## config.mk

```make
export PLATFORM = sky130hd
export DESIGN_NAME = unar_pattern_tx
export DESIGN_NICKNAME = d
export VERILOG_FILES = /design/src/rtl/unar_pkg.sv /design/src/rtl/unar_seq_det.sv /design/src/rtl/unar_pattern_tx.sv
export SDC_FILE = /design/constraint.sdc
export NUM_CORES = 1
export LEC_CHECK = 0
export ABC_AREA = 1
export BUFFER_PORTS_ARGS = -buffer_cell sky130_fd_sc_hd__buf_4
export CAP_MARGIN = 20
export CORE_UTILIZATION = 53
export DETAILED_ROUTE_END_ITERATION = 10
export PLACE_DENSITY = 0.87
export RECOVER_POWER = 50
export SETUP_SLACK_MARGIN = 0.15
export SYNTH_ARGS = -nofsm -noshare
export SYNTH_HDL_FRONTEND = slang
export SYNTH_SLANG_ARGS = --single-unit
```

## constraint.sdc

```tcl
create_clock -name Clock -period 1.85 [get_ports Clock]
set_clock_uncertainty 0.15 [all_clocks]
set_input_delay 0.37 -clock Clock [delete_from_list [all_inputs] [get_ports Clock]]
set_output_delay 0.37 -clock Clock [all_outputs]
set_load 0.02 [all_outputs]
```

## src/rtl/unar_pkg.sv

```systemverilog
// Shared definitions for the unar pattern transmitter: one-hot state
// encoding, 7-segment state literals and the state-to-literal decode.
package unar_pkg;

  // Bit positions of each state inside the one-hot state vector.
  localparam int IDLE_BIT  = 0;
  localparam int SHIFT_BIT = 1;
  localparam int GAP_BIT   = 2;
  localparam int DONE_BIT  = 3;

  typedef enum logic [3:0] {
    ST_IDLE  = 4'b0001,
    ST_SHIFT = 4'b0010,
    ST_GAP   = 4'b0100,
    ST_DONE  = 4'b1000
  } tx_state_t;

  // Active-low 7-segment codes shown on the board display for each state.
  localparam logic [7:0] SEG_IDLE  = 8'b1100_0000;
  localparam logic [7:0] SEG_SHIFT = 8'b1001_0010;
  localparam logic [7:0] SEG_GAP   = 8'b1000_1100;
  localparam logic [7:0] SEG_DONE  = 8'b1010_0001;

  function automatic logic [7:0] state_to_seg(input tx_state_t s);
    logic [7:0] seg;
    seg = SEG_IDLE;
    if (s[SHIFT_BIT]) seg = SEG_SHIFT;
    if (s[GAP_BIT])   seg = SEG_GAP;
    if (s[DONE_BIT])  seg = SEG_DONE;
    return seg;
  endfunction

endpackage

```

## src/rtl/unar_seq_det.sv

```systemverilog
// Tick-enabled Mealy detector for the overlapping sequence 1100.
// Used only when UNAR_TX_LOOPBACK_CHECK_EN is defined, to watch x_out.
module unar_seq_det (
  input  logic Clock,
  input  logic Reset,
  input  logic en,
  input  logic x,
  output logic det
);

  typedef enum logic [1:0] {D_S0, D_S1, D_S11, D_S110} det_state_t;

  det_state_t state, state_nx;

  // State register advances only on bit-rate ticks.
  always_ff @(posedge Clock or negedge Reset) begin
    if (!Reset)  state <= D_S0;
    else if (en) state <= state_nx;
  end

  // Next-state and Mealy detect output for the 1100 sequence.
  always_comb begin
    state_nx = state;
    det      = 1'b0;
    case (state)
      D_S0:   state_nx = x ? D_S1  : D_S0;
      D_S1:   state_nx = x ? D_S11 : D_S0;
      D_S11:  state_nx = x ? D_S11 : D_S110;
      D_S110: begin
        state_nx = x ? D_S1 : D_S0;
        det      = en & ~x;
      end
      default: state_nx = D_S0;
    endcase
  end

endmodule

```

## src/rtl/unar_pattern_tx.sv

```systemverilog
// Serial pattern transmitter: shifts PATTERN out MSB first on x_out, one
// bit per tick, 'reps' times, with optional idle gaps between repetitions.
// Optional loopback self-check enabled by macro UNAR_TX_LOOPBACK_CHECK_EN.
module unar_pattern_tx
  import unar_pkg::*;
#(
  parameter int               PAT_W    = 4,
  parameter logic [PAT_W-1:0] PATTERN  = 4'b1100,
  parameter int               CNT_W    = 4,
  parameter int               GAP_BITS = 0
) (
  input  logic             Clock,
  input  logic             Reset,
  input  logic             tick,
  input  logic             start,
  input  logic [CNT_W-1:0] reps,
  output logic             x_out,
  output logic             busy,
  output logic             done,
  output logic             chk_err,
  output logic [7:0]       st_literal
);

  localparam int BC_W  = $clog2(PAT_W + 1);
  // gap_cnt only has to hold GAP_BITS-1: the first gap bit is emitted on
  // the tick that leaves SHIFT.
  localparam int GAP_W = (GAP_BITS > 1) ? $clog2(GAP_BITS) : 1;

  tx_state_t        state, state_nx;
  logic [PAT_W-1:0] sr;
  logic [BC_W-1:0]  bit_cnt;
  logic [CNT_W-1:0] rep_cnt;
  logic [GAP_W-1:0] gap_cnt;

  logic accept, accept_zero, rep_end, last_rep, gap_end;

  assign accept      = state[IDLE_BIT] & start & (reps != '0);
  assign accept_zero = state[IDLE_BIT] & start & (reps == '0);
  assign rep_end     = state[SHIFT_BIT] & tick & (bit_cnt == '0);
  assign last_rep    = (rep_cnt == CNT_W'(1));
  assign gap_end     = state[GAP_BIT] & tick & (gap_cnt == '0);

  // State register.
  // NOTE: sequential state uses non-blocking (<=) so every flop samples
  // pre-edge values regardless of statement order.
  always_ff @(posedge Clock or negedge Reset) begin
    if (!Reset) state <= ST_IDLE;
    else        state <= state_nx;
  end

  // Next-state decode and state-derived outputs.
  // NOTE: every output gets a default first so no path infers a latch.
  always_comb begin
    state_nx   = state;
    busy       = state[SHIFT_BIT] | state[GAP_BIT];
    done       = state[DONE_BIT];
    st_literal = state_to_seg(state);
    case (state)
      ST_IDLE: begin
        if (accept)           state_nx = ST_SHIFT;
        else if (accept_zero) state_nx = ST_DONE;
      end
      ST_SHIFT: begin
        if (rep_end) begin
          if (last_rep)          state_nx = ST_DONE;
          else if (GAP_BITS > 0) state_nx = ST_GAP;
        end
      end
      ST_GAP:  if (gap_end) state_nx = ST_SHIFT;
      ST_DONE: state_nx = ST_IDLE;
      default: state_nx = ST_IDLE;
    endcase
  end

  // Shift register, line driver and bit/rep/gap counters; all hold without tick.
  always_ff @(posedge Clock or negedge Reset) begin
    if (!Reset) begin
      x_out   <= 1'b0;
      sr      <= '0;
      bit_cnt <= '0;
      rep_cnt <= '0;
      gap_cnt <= '0;
    end else begin
      case (state)
        ST_IDLE: begin
          if (accept) begin
            sr      <= PATTERN;
            bit_cnt <= BC_W'(PAT_W);
            rep_cnt <= reps;
          end
        end
        ST_SHIFT: begin
          if (tick) begin
            if (bit_cnt != '0) begin
              x_out   <= sr[PAT_W-1];
              sr      <= sr << 1;
              bit_cnt <= bit_cnt - 1'b1;
            end else begin
              rep_cnt <= rep_cnt - 1'b1;
              if (last_rep) begin
                x_out <= 1'b0;
              end else if (GAP_BITS > 0) begin
                x_out   <= 1'b0;
                sr      <= PATTERN;
                bit_cnt <= BC_W'(PAT_W);
                gap_cnt <= GAP_W'(GAP_BITS - 1);
              end else begin
                // Back-to-back: first bit of the next rep goes out on this tick.
                x_out   <= PATTERN[PAT_W-1];
                sr      <= PATTERN << 1;
                bit_cnt <= BC_W'(PAT_W - 1);
              end
            end
          end
        end
        ST_GAP: begin
          if (tick) begin
            if (gap_cnt != '0) begin
              gap_cnt <= gap_cnt - 1'b1;
            end else begin
              x_out   <= sr[PAT_W-1];
              sr      <= sr << 1;
              bit_cnt <= bit_cnt - 1'b1;
            end
          end
        end
        default: ;
      endcase
    end
  end

`ifdef UNAR_TX_LOOPBACK_CHECK_EN
  logic             det;
  logic [CNT_W-1:0] det_cnt;
  logic [CNT_W-1:0] reps_lat;
  logic             chk_q;

  unar_seq_det u_det (
    .Clock (Clock),
    .Reset (Reset),
    .en    (tick),
    .x     (x_out),
    .det   (det)
  );

  // Count detections while transmitting; compare against reps in DONE.
  // Meaningful only for PATTERN = 1100, which the detector recognises.
  always_ff @(posedge Clock or negedge Reset) begin
    if (!Reset) begin
      det_cnt  <= '0;
      reps_lat <= '0;
      chk_q    <= 1'b0;
    end else begin
      if (accept || accept_zero) begin
        det_cnt  <= '0;
        reps_lat <= reps;
        chk_q    <= 1'b0;
      end else if (busy && det) begin
        det_cnt <= det_cnt + 1'b1;
      end
      if (state[DONE_BIT] && (det_cnt != reps_lat)) chk_q <= 1'b1;
    end
  end

  assign chk_err = chk_q;
`else
  assign chk_err = 1'b0;
`endif

endmodule

```

# Word-level counts from Yosys, hierarchy flattened

Cells that the tools add are included.

Register bits: 17
Bits of input ports: 8
Logic and storage cells: 78

Add/subtract/negate cells: 3
Equal/unequal tests: 14
Multiplexer cells: 34
Bitwise gates (word level): 9
Reduce and logical (&&, ||, !) cells: 12

Operators by type and width:

| kind                                                                | number |
|---|---|
| 4-bit 2-to-1 mux                                                    | 14 |
| 4-bit one-hot mux with 3 select lines                               | 2 |
| 3-bit 2-to-1 mux                                                    | 6 |
| 8-bit 2-to-1 mux                                                    | 2 |
| 2-bit inequality test (second input constant)                       | 8 |
| 4-bit AND reduction                                                 | 3 |
| 3-bit one-hot mux with 3 select lines                               | 1 |
| 4-bit by 1-bit == test with 1-bit output (second input constant)    | 2 |
| 4-bit one-hot mux with 2 select lines                               | 1 |
| 1-bit bitwise AND                                                   | 7 |
| 7-bit 2-to-1 mux                                                    | 1 |
| 1-bit 2-to-1 mux                                                    | 6 |
| 3-bit inequality test (second input constant)                       | 2 |
| 6-bit AND reduction                                                 | 1 |
| 3-bit nonzero test                                                  | 2 |
| 4-bit by 2-bit == test with 1-bit output (second input constant)    | 1 |
| 4-bit by 3-bit == test with 1-bit output (second input constant)    | 1 |
| 4-bit zero test                                                     | 1 |
| 2-bit nonzero test                                                  | 2 |
| 4-bit nonzero test                                                  | 1 |
| 4-bit by 1-bit subtractor with 4-bit output (second input constant) | 1 |
| 3-bit zero test                                                     | 1 |
| 3-bit by 1-bit subtractor with 3-bit output (second input constant) | 1 |
| 1-bit one-hot mux with 2 select lines                               | 1 |
| other kinds (4)                                                     | 4 |

# Logic depth before layout (Yosys ltp)

Gate-level depths: netlist (run 1).

Depth after elaboration: 5
Mapped depth: 10
Mapped depth without buffers: 10

# Least setup slack after synthesis (run 1)

No wires, ideal clock.

Kind: reg2out
Start: reg state[1]
End: out st_literal[4]
Arrival time: 1.137 ns
Required time: 1.330 ns
Slack: 0.193 ns
Cell stages (with the launch flop): 4
Cells stage by stage: dfrtp_1 > inv_1 > nor2_1 > buf_4

Word-level cells in the longest chain between the ends: 3

RTL lines:

| element                  | RTL line              | source |
|---|---|---|
| start: declaration       | unar_pattern_tx.sv:29 | `tx_state_t state, state_nx;` |
| start signal: assignment | unar_pattern_tx.sv:48 | `else state <= state_nx;` |
| 7-bit 2-to-1 mux         | unar_pkg.sv:27        | `if (s[SHIFT_BIT]) seg = SEG_SHIFT;` |
| 8-bit 2-to-1 mux         | unar_pkg.sv:28        | `if (s[GAP_BIT]) seg = SEG_GAP;` |
| 8-bit 2-to-1 mux         | unar_pkg.sv:29        | `if (s[DONE_BIT]) seg = SEG_DONE;` |
| end: declaration         | unar_pattern_tx.sv:21 | `output logic [7:0] st_literal` |

No other way between the ends.

# Worst setup path in the final report (run 1)

Start: reg state[1]
End: out st_literal[6]

Same word-level chain as after synthesis.

==> summary.md, run 1 <==
• **met1 layer wirelength in the final routing** 797 um
• **leading cell types by total area after synthesis** sky130_fd_sc_hd__dfrtp_1 (31%), sky130_fd_sc_hd__nand2_1 (16%), sky130_fd_sc_hd__buf_4 (5.5%), sky130_fd_sc_hd__ha_1 (5.2%), sky130_fd_sc_hd__inv_1 (4.7%)
• **placement row count** 14
• **drt first pass iters** 4
• **clock latency on the worst-skew pair** 0.29 ns
• **Yosys cell types** 27
• **simple logic cell fraction of the synthesized area** 0.388
• **setup slack of the worst register-to-register path** 0.25 ns
• **worst reg2reg path startpoint** state[0]
• **leading cell type in the layout, fill and taps excluded** sky130_fd_sc_hd__nand2_1
• **overall overflow remaining after global route** 0
• **Hold/Removal Path Class** in2reg
• **peak supply drop** 1.02 mV
• **worst hold stages** 4
• **post-layout min period** 1.65 ns
• **Initial Utilization** 0.600
• **Total Nets Final** 157
• **number of buffers on the longest clock path** 2
• **total routing resource utilization after global routing** 0.214
• **cell area after synthesis** 957 um^2
• **number of nets with antenna violations after routing** 0
• **leak pwr** 0.000601 uW
• **count of final hold-check violations** 0
• **area share of fa/ha/maj cells after synthesis** 0.0523
• **Clock Root Buffer** sky130_fd_sc_hd__clkbuf_4
• **width of the die** 44.5 um
• **die height** 44.5 um
• **share of the clock period used by the worst path after layout** 0.894
• **total design power** 2080 uW
• **critical path start-end classification** reg2out
• **Highest Signal Layer** met4
• **Seq/Total Area, Yosys** 0.341
• **Post-Syn Area per Cell** 7.54 um^2
• **data required time at the worst endpoint** 1.33 ns
• **drt wl/cell** 10.3 um
• **met3 wirelength from detailed routing** 74 um
• **number of H-tree levels** 1
• **Routed met2 length** 829 um
• **via count** 779
• **Relative slew margins** 0.561
• **type of element capturing the critical path** primary output
• **Detail Placement HPWL** 1350 um
• **Gate Count Post-Synth** 127
• **r2r endpoint** rep_cnt[2]
• **TritonCTS clock tree** yes
• **Layout Area Growth over Synthesis** 15.9%
• **status** finished, final reports clean
• **DRC marker count from the first detailed-route iteration** 19
• **WHS Endpoint** state[0]
• **number of cells traversed by the worst register-to-register path** 7
• **Placeable Area** 1590 um^2
• **first-pass GRT wire length** 3100 um
• **compound-cell area share of the yosys netlist** 0.0614
• **worst hold path startpoint** start
• **vias in the first global route** 723
• **fraction of synthesized area in multiplexers** 0
• **proportion of layout cells with a drive suffix above 1** 0.278
• **total CTS buffers** 3
• **final-report setup violation count** 0
• **Crit. Startpoint** state[1]
• **register bit total from synthesis** 13
• **setup TNS** 0 ns
• **maximum number of pins on one net before global-route repair** 18
• **detailed-route DRC error count** 0
• **final weighted congestion of routability-driven global placement** 0.873
• **dominant cell type by area after synthesis** sky130_fd_sc_hd__dfrtp_1
• **RSZ-0062 raised after global routing** true
• **aggregate routed wire length** 1730 um
• **antenna violations before repair** 0
• **most frequent cells in the layout** sky130_fd_sc_hd__nand2_1 (42), sky130_fd_sc_hd__buf_4 (15), sky130_fd_sc_hd__dfrtp_1 (12)
• **Yosys Warn Count** 0
• **filler cell count in the final layout** 125
• **Critical Path AT** 1.13 ns
• **xor-xnor portion of the synthesized cell area** 0.0183
• **top cell type's share of synthesized area** 0.314
• **per-cell via count in the routed design** 4.64
• **area of the die** 1980 um^2
• **clock edge transition at the registers on the reported setup and hold paths** 0.08 ns
• **largest driver fanout on the critical path** 5
• **io pins** 20
• **count of inserted antenna diode cells** 0
• **dominant combinational cell family by area after synthesis** simple AND/OR/NAND/NOR gates
• **critical path launch point type** flop
• **Power Dens Cells** 1870 nW/um^2
• **actual transition at the worst max-transition pin** 0.658 ns
• **count of port buffers added during placement** 15
• **count of pins over their slew limit** 0
• **reported max-cap violation count** 0
• **# clock sinks** 13
• **maximum clock frequency** 605 MHz
[critical path, stage by stage, from the launching register on]
cell,delay (ns)
sky130_fd_sc_hd__dfrtp_1,0.46
sky130_fd_sc_hd__nor2_2,0.20
sky130_fd_sc_hd__buf_4,0.18
[worst max-delay path by stage]
stage / to / depth (start not counted)
after global routing: st_literal[6] / 2
final: st_literal[6] / 2
after detailed placement: bit_cnt[1] / 9
after global placement: bit_cnt[1] / 9
after floorplan: st_literal[4] / 3
after CTS: st_literal[6] / 2
[final cells by class]
type | instances | area, um^2 | area share
Multi-Input combinational cell | 90 | 526 | 0.474
Clock buffer | 4 | 26.3 | 0.0237
Inverter | 18 | 67.6 | 0.0609
Timing Repair Buffer | 19 | 134 | 0.121
Tap cell | 24 | 30.0 | 0.0271
Sequential cell | 13 | 327 | 0.294
[cells by family (layout without fill, tap and decap cells)]
kind of cell    Yosys count  after routing
buf+inv                  26             41
other cells               2              4
fa+ha+maj                 4              4
compound gates            8              8
xor+xnor                  2              2
simple gates             72             72
flops                    13             13
[cells in the mapped netlist]
master	instances
sky130_fd_sc_hd__nand2_1	42
sky130_fd_sc_hd__dfrtp_1	12
sky130_fd_sc_hd__inv_1	12
sky130_fd_sc_hd__nor2_1	8
sky130_fd_sc_hd__buf_4	7
sky130_fd_sc_hd__nand3_1	7
sky130_fd_sc_hd__inv_2	5
sky130_fd_sc_hd__ha_1	4
sky130_fd_sc_hd__nand2_2	3
sky130_fd_sc_hd__nor2_4	3
sky130_fd_sc_hd__o21ai_0	3
sky130_fd_sc_hd__conb_1	2
sky130_fd_sc_hd__nand2_4	2
sky130_fd_sc_hd__nor2_2	2
sky130_fd_sc_hd__o21ai_1	2
sky130_fd_sc_hd__xnor2_1	2
sky130_fd_sc_hd__a21oi_4	1
sky130_fd_sc_hd__buf_2	1
sky130_fd_sc_hd__clkinv_1	1
sky130_fd_sc_hd__dfstp_2	1
sky130_fd_sc_hd__nand3_2	1
sky130_fd_sc_hd__nand3_4	1
sky130_fd_sc_hd__nand3b_1	1
sky130_fd_sc_hd__nand4_1	1
sky130_fd_sc_hd__nor2_8	1
sky130_fd_sc_hd__o2111ai_1	1
sky130_fd_sc_hd__o21ai_2	1
[report_power, final]
part	leakage, uW	switching (uW)	total [uW]	internal, uW
logic	0.000425	806	1330	525
clock network	0.0000150	98.4	182	84.0
registers	0.000160	132	565	433
total	0.000601	1040	2080	1040
[registers in the layout, indices dropped and copies added (netlist names)]
| signal | count |
|---|---|
| sr | 2 |
| x_out | 1 |
| state | 3 |
| rep_cnt | 4 |
| bit_cnt | 3 |
[repair_timing]
item	in CTS	in global routing
resized for setup	1	3
hold endpoints to repair	13	0
hold buffers	1	0
pin swaps	0	3
endpoints found under the setup margin	4	12
setup buffers	0	3
[per-stage QoR]
stage	worst slack [ns]	hold WS (ns)	utilization	instance area [um^2]	std cells
global placement	0.191	0.0723	0.659	1050	160
CTS	0.175	0.207	0.684	1090	165
global route	0.136	0.232	0.696	1110	168
finish	0.196	0.200	0.696	1110	168
floorplan	0.193	-0.0756	-	965	129
detailed placement	0.149	0.0711	0.659	1050	160
[routing by layer]
metal  global-route usage  up-vias
li1                     -      411
met3               0.0367        3
met5                    0        -
met4               0.0727        0
met1                0.287      342
met2                0.350       23
Note: power is estimated with default switching activity, not from simulation.
==> run 2: changes to the inputs <==
--- a/config.mk
+++ b/config.mk
@@ -8,9 +8,9 @@
 export ABC_AREA = 1
 export BUFFER_PORTS_ARGS = -buffer_cell sky130_fd_sc_hd__buf_4
 export CAP_MARGIN = 20
-export CORE_UTILIZATION = 53
+export CORE_UTILIZATION = 50
 export DETAILED_ROUTE_END_ITERATION = 10
-export PLACE_DENSITY = 0.87
+export PLACE_DENSITY = 0.83
 export RECOVER_POWER = 50
 export SETUP_SLACK_MARGIN = 0.15
 export SYNTH_ARGS = -nofsm -noshare
==> summary.md, run 2 (synthesis results as in run 1) <==
• **drt first pass iters** 4, unchanged
• **clock latency on the worst-skew pair** 0.28 ns, was 0.29 ns
• **final hold slack** 0.208 ns, was 0.200 ns
• **total routing resource utilization after global routing** 0.187, was 0.214
• **leading cell type in the layout, fill and taps excluded** sky130_fd_sc_hd__nand2_1, unchanged
• **placement-stage worst setup slack** 0.183 ns, was 0.149 ns
• **drt wl/cell** 10.4 um, was 10.3 um
• **share of the clock period used by the worst path after layout** 0.897, was 0.894
• **die height** 45.8 um, was 44.5 um
• **overall overflow remaining after global route** 0, unchanged
• **GR met2 Demand/Resource** 0.320, was 0.350
• **Clock Root Buffer** sky130_fd_sc_hd__clkbuf_4, unchanged
• **number of buffers on the longest clock path** 2, unchanged
• **status** finished, final reports clean, unchanged
• **largest driver fanout on the critical path** 6, was 5
• **reported max-cap violation count** 0, unchanged
• **Total Nets Final** 156, was 157
• **TritonCTS clock tree** yes, unchanged
• **most frequent cells in the layout** sky130_fd_sc_hd__nand2_1 (42), sky130_fd_sc_hd__buf_4 (14), sky130_fd_sc_hd__inv_1 (12), sky130_fd_sc_hd__dfrtp_1 (12), sky130_fd_sc_hd__nor2_1 (8), was sky130_fd_sc_hd__nand2_1 (42), sky130_fd_sc_hd__buf_4 (15), sky130_fd_sc_hd__dfrtp_1 (12)
• **actual transition at the worst max-transition pin** 0.717 ns, was 0.658 ns
• **Layout Area Growth over Synthesis** 14.5%, was 15.9%
• **RSZ-0062 raised after global routing** true, unchanged
• **total design power** 2020 uW, was 2080 uW
• **count of port buffers added during placement** 15, unchanged
• **placement row count** 15, was 14
• **detailed-route DRC error count** 0, unchanged
• **vias in the first global route** 664, was 723
• **met1 track demand over resource in global routing** 0.225, was 0.287
• **clock edge transition at the registers on the reported setup and hold paths** 0.09 ns, was 0.08 ns
• **via count** 804, was 779
• **aggregate routed wire length** 1750 um, was 1730 um
• **# clock sinks** 13, unchanged
• **internal portion of total power** 1010 uW, was 1040 uW
• **DRC marker count from the first detailed-route iteration** 24, was 19
• **biggest registers after layout** rep_cnt: 4 flops, bit_cnt: 3 flops, state: 3 flops, unchanged
• **antenna violations before repair** 0, unchanged
• **type of element capturing the critical path** primary output, unchanged
• **Global Route met3 Usage** 0.0357, was 0.0367
• **count of pins over their slew limit** 0, unchanged
• **clock network fraction of total power** 0.092, was 0.088
• **io pins** 20, unchanged
• **peak supply drop** 0.997 mV, was 1.02 mV
• **final weighted congestion of routability-driven global placement** 0.772, was 0.873
• **per-cell via count in the routed design** 4.79, was 4.64
• **largest register by flop count** rep_cnt, unchanged
• **Power Dens Cells** 1840 nW/um^2, was 1870 nW/um^2
• **first-pass GRT wire length** 2760 um, was 3100 um
• **data required time at the worst endpoint** 1.33 ns, about the same
• **critical path start-end classification** reg2out, unchanged
• **setup TNS** 0 ns, unchanged
• **post-route worst setup slack** 0.191 ns, was 0.196 ns
• **total CTS buffers** 3, unchanged
• **maximum number of pins on one net before global-route repair** 18, unchanged
• **proportion of layout cells with a drive suffix above 1** 0.266, was 0.278
• **number of nets with antenna violations after routing** 0, unchanged
• **Hold/Removal Path Class** in2reg, unchanged
• **count of final hold-check violations** 0, unchanged
• **leak pwr** 0.000595 uW, was 0.000601 uW
• **post-route standard cell area excluding fillers** 1100 um^2, was 1110 um^2
• **share of total power in sequential cells** 0.278, was 0.272
• **final-report setup violation count** 0, unchanged
• **area of the die** 2090 um^2, was 1980 um^2
• **critical path launch point type** flop, unchanged
• **number of H-tree levels** 1, unchanged
• **width of the die** 45.8 um, was 44.5 um
• **Switch Pwr** 1010 uW, was 1040 uW
• **Initial Utilization** 0.543, was 0.600
• **Relative slew margins** 0.522, was 0.561
• **filler cell count in the final layout** 170, was 125
• **Critical Path AT** 1.14 ns, was 1.13 ns
• **Detail Placement HPWL** 1320 um, was 1350 um
• **instance area after placement** 1050 um^2, about the same
• **Placeable Area** 1760 um^2, was 1590 um^2
• **Sw Ratio** 0.498, was 0.499
• **count of inserted antenna diode cells** 0, unchanged
• **maximum clock frequency** 603 MHz, was 605 MHz
• **flip-flop count of the largest register, all copies and words added** 4, unchanged
• **grt peak-use layer** met2, unchanged
• **portion of total power attributed to combinational logic** 0.630, was 0.640
• **post-layout min period** 1.66 ns, was 1.65 ns
run 2: changes by cell type in the layout (fill, tap and decap cells not counted), sizes merged:
cell	previous run	this run
buf	15	14
run 2: worst max-delay path: stages (launching register included):
cell and delay (ns):
sky130_fd_sc_hd__dfrtp_1 0.45, sky130_fd_sc_hd__nor2_2 0.22, sky130_fd_sc_hd__buf_4 0.18
run 2: path summary, 6_finish.rpt:
path,slack (ns),startpoint,cells past startpoint,endpoint
worst max-delay path,0.19,state[3],2,st_literal[6]
worst min-delay path,0.21,start,4,state[0]
worst max register to register,0.24,bit_cnt[0],10,bit_cnt[0]
worst min register to register,0.32,bit_cnt[1],2,bit_cnt[1]
max in group asynchronous,0.61,Reset,2,rep_cnt[3]
min in group asynchronous,0.49,Reset,2,state[1]
run 2: what timing repair did:
action	CTS	global route
gates resized for setup	0	2
endpoints found under the setup margin	0	12
endpoints found under the hold margin	13	0
hold buffers	1	0
setup buffers	0	2
run 2: per-layer routing:
metal,part of all wire,vias to the layer above
li1,-,408
met1,0.46,367
met2,0.49,27
met3,0.037,2
met4,0.011,0
met5,0,-
run 2: final cells by class:
class                      count  area [um^2]  area share
clock buffer                   4         26.3      0.0240
inverter                      18         67.6      0.0616
multi-input combinational     90          518       0.473
sequential                    13          327       0.298
tap                           25         31.3      0.0285
timing repair buffer          18          126       0.115
run 2: power groups by stage:
stage	Clock (uW)	Combinational, uW	Sequential (uW)
floorplan	0	961	571
global placement	0	1190	558
detailed placement	0	1220	564
CTS	183	1230	557
global route	200	1410	579
finish	186	1270	562
run 2: stage by stage:
stage,utilization,std cells
floorplan,-,129
global placement,0.596,161
detailed placement,0.596,161
CTS,0.616,166
global route,0.621,168
finish,0.621,168
==> run 3: changes to the inputs <==
--- a/config.mk
+++ b/config.mk
@@ -10,9 +10,10 @@
 export CAP_MARGIN = 20
 export CORE_UTILIZATION = 50
 export DETAILED_ROUTE_END_ITERATION = 10
-export PLACE_DENSITY = 0.83
+export PLACE_DENSITY = 0.74
 export RECOVER_POWER = 50
 export SETUP_SLACK_MARGIN = 0.15
+export SKIP_CTS_REPAIR_TIMING = 1
 export SYNTH_ARGS = -nofsm -noshare
 export SYNTH_HDL_FRONTEND = slang
 export SYNTH_SLANG_ARGS = --single-unit
==> summary.md, run 3 (synthesis results as in run 1) <==
• **status** finished, final reports clean, unchanged
• **data required time at the worst endpoint** 1.33 ns, about the same
• **critical path start-end classification** reg2out, unchanged
• **clock edge transition at the registers on the reported setup and hold paths** 0.09 ns, about the same
• **Detail Placement HPWL** 1370 um, was 1320 um
• **instance area after placement** 1050 um^2, unchanged
• **leading cell type in the layout, fill and taps excluded** sky130_fd_sc_hd__nand2_1, unchanged
• **critical path launch point type** flop, unchanged
• **filler cell count in the final layout** 185, was 170
• **Critical Path AT** 1.13 ns, was 1.14 ns
• **reported max-cap violation count** 0, unchanged
• **final weighted congestion of routability-driven global placement** 0.851, was 0.772
• **maximum number of pins on one net before global-route repair** 18, unchanged
• **actual transition at the worst max-transition pin** 0.722 ns, was 0.717 ns
• **number of nets with antenna violations after routing** 0, unchanged
• **per-cell via count in the routed design** 4.63, was 4.79
• **drt wl/cell** 10.7 um, was 10.4 um
• **detailed-route DRC error count** 0, unchanged
• **Crit path largest cell delay** 0.47 ns, was 0.45 ns
• **placement row count** 15, unchanged
• **total routing resource utilization after global routing** 0.201, was 0.187
• **overall overflow remaining after global route** 0, unchanged
• **crit path max-delay cell type** sky130_fd_sc_hd__dfrtp_1, unchanged
• **Initial Utilization** 0.543, unchanged
• **share of the clock period used by the worst path after layout** 0.891, was 0.897
• **io pins** 20, unchanged
• **antenna violations before repair** 0, unchanged
• **internal portion of total power** 993 uW, was 1010 uW
• **biggest registers after layout** rep_cnt: 4 flops, bit_cnt: 3 flops, state: 3 flops, unchanged
• **first-pass GRT wire length** 2930 um, was 2760 um
• **die height** 45.8 um, unchanged
• **setup TNS** 0 ns, unchanged
• **Layout Area Growth over Synthesis** 14.1%, was 14.5%
• **Core Util, Final** 0.619, was 0.621
• **count of inserted antenna diode cells** 0, unchanged
• **FF+latch area** 327 um^2, unchanged
• **multi-input combinational cell area** 526 um^2, was 518 um^2
• **leak pwr** 0.000587 uW, was 0.000595 uW
• **Placeable Area** 1760 um^2, unchanged
• **number of buffers on the longest clock path** 2, unchanged
• **largest driver fanout on the critical path** 5, was 6
• **Switch Pwr** 1020 uW, was 1010 uW
• **vias in the first global route** 701, was 664
• **drt first pass iters** 4, unchanged
• **final hold slack** 0.216 ns, was 0.208 ns
• **Total Nets Final** 155, was 156
• **peak supply drop** 1.06 mV, was 0.997 mV
• **total CTS buffers** 3, unchanged
• **post-route standard cell area excluding fillers** 1090 um^2, was 1100 um^2
• **TritonCTS clock tree** yes, unchanged
• **clock network fraction of total power** 0.092, about the same
• **count of final hold-check violations** 0, unchanged
• **Clock Root Buffer** sky130_fd_sc_hd__clkbuf_4, unchanged
• **largest register by flop count** rep_cnt, unchanged
• **final-report setup violation count** 0, unchanged
• **DRC marker count from the first detailed-route iteration** 12, was 24
• **clock latency on the worst-skew pair** 0.28 ns, about the same
• **maximum clock frequency** 607 MHz, was 603 MHz
• **aggregate routed wire length** 1780 um, was 1750 um
• **post-layout min period** 1.65 ns, was 1.66 ns
• **type of element capturing the critical path** primary output, unchanged
• **Power Dens Cells** 1840 nW/um^2, about the same
• **via count** 774, was 804
• **number of H-tree levels** 1, unchanged
• **# clock sinks** 13, unchanged
• **count of pins over their slew limit** 0, unchanged
• **critical path, cell by cell** nor2_2 -> buf_4, unchanged
• **Hold/Removal Path Class** in2reg, unchanged
• **count of port buffers added during placement** 15, unchanged
• **width of the die** 45.8 um, unchanged
• **flip-flop count of the largest register, all copies and words added** 4, unchanged
• **share of total power in sequential cells** 0.282, was 0.278
• **Relative slew margins** 0.519, was 0.522
• **proportion of layout cells with a drive suffix above 1** 0.261, was 0.266
• **RSZ-0062 raised after global routing** true, unchanged
• **portion of total power attributed to combinational logic** 0.626, was 0.630
• **Sw Ratio** 0.507, was 0.498
• **most frequent cells in the layout** sky130_fd_sc_hd__nand2_1 (42), sky130_fd_sc_hd__dfrtp_1 (12), sky130_fd_sc_hd__buf_4 (12), was sky130_fd_sc_hd__nand2_1 (42), sky130_fd_sc_hd__buf_4 (14), sky130_fd_sc_hd__inv_1 (12), sky130_fd_sc_hd__dfrtp_1 (12), sky130_fd_sc_hd__nor2_1 (8)
• **area of the die** 2090 um^2, unchanged
==> run 3: metal layers <==
layer  GRT usage  wire length [um]
met1       0.262               822
met2       0.326               826
met3      0.0476               107
met4      0.0706                27
met5           0                 0
==> run 3: worst paths after layout <==
kind                             from       endpoint  slack, ns  cells past startpoint
max                          state[1]  st_literal[6]       0.20                      2
min                             start       state[0]       0.22                      4
max reg2reg                  state[0]     rep_cnt[0]       0.23                      7
min reg2reg                rep_cnt[1]     rep_cnt[1]       0.33                      2
max in group asynchronous       Reset       state[3]       0.60                      2
min in group asynchronous       Reset          x_out       0.50                      2
==> run 3: power groups by stage <==
| stage | combinational [uW] | clock, uW | sequential (uW) |
|---|---|---|---|
| after floorplan | 961 | 0 | 571 |
| after global placement | 1190 | 0 | 559 |
| after detailed placement | 1220 | 0 | 564 |
| after CTS | 1230 | 192 | 560 |
| after global routing | 1410 | 197 | 586 |
| final | 1260 | 185 | 567 |
==> run 3: stage by stage <==
| step | instances | setup slack, ns | power (uW) |
|---|---|---|---|
| global placement | 161 | 0.195 | 1750 |
| detailed placement | 161 | 0.183 | 1790 |
| floorplan | 129 | 0.193 | 1530 |
| global route | 167 | 0.142 | 2190 |
| CTS | 165 | 0.142 | 1980 |
| finish | 167 | 0.201 | 2010 |
==> run 3: area by class of cell <==
type                       count  area share
multi-input combinational     90       0.481
sequential                    13       0.299
timing repair buffer          17       0.105
inverter                      18      0.0619
tap                           25      0.0286
clock buffer                   4      0.0241
==> run 3: critical path, delay by kind of cell, from the launching register on <==
kind / cells / cell delay (ns)
buf+inv: 1 / 0.18
flops: 1 / 0.47
simple gates: 1 / 0.20
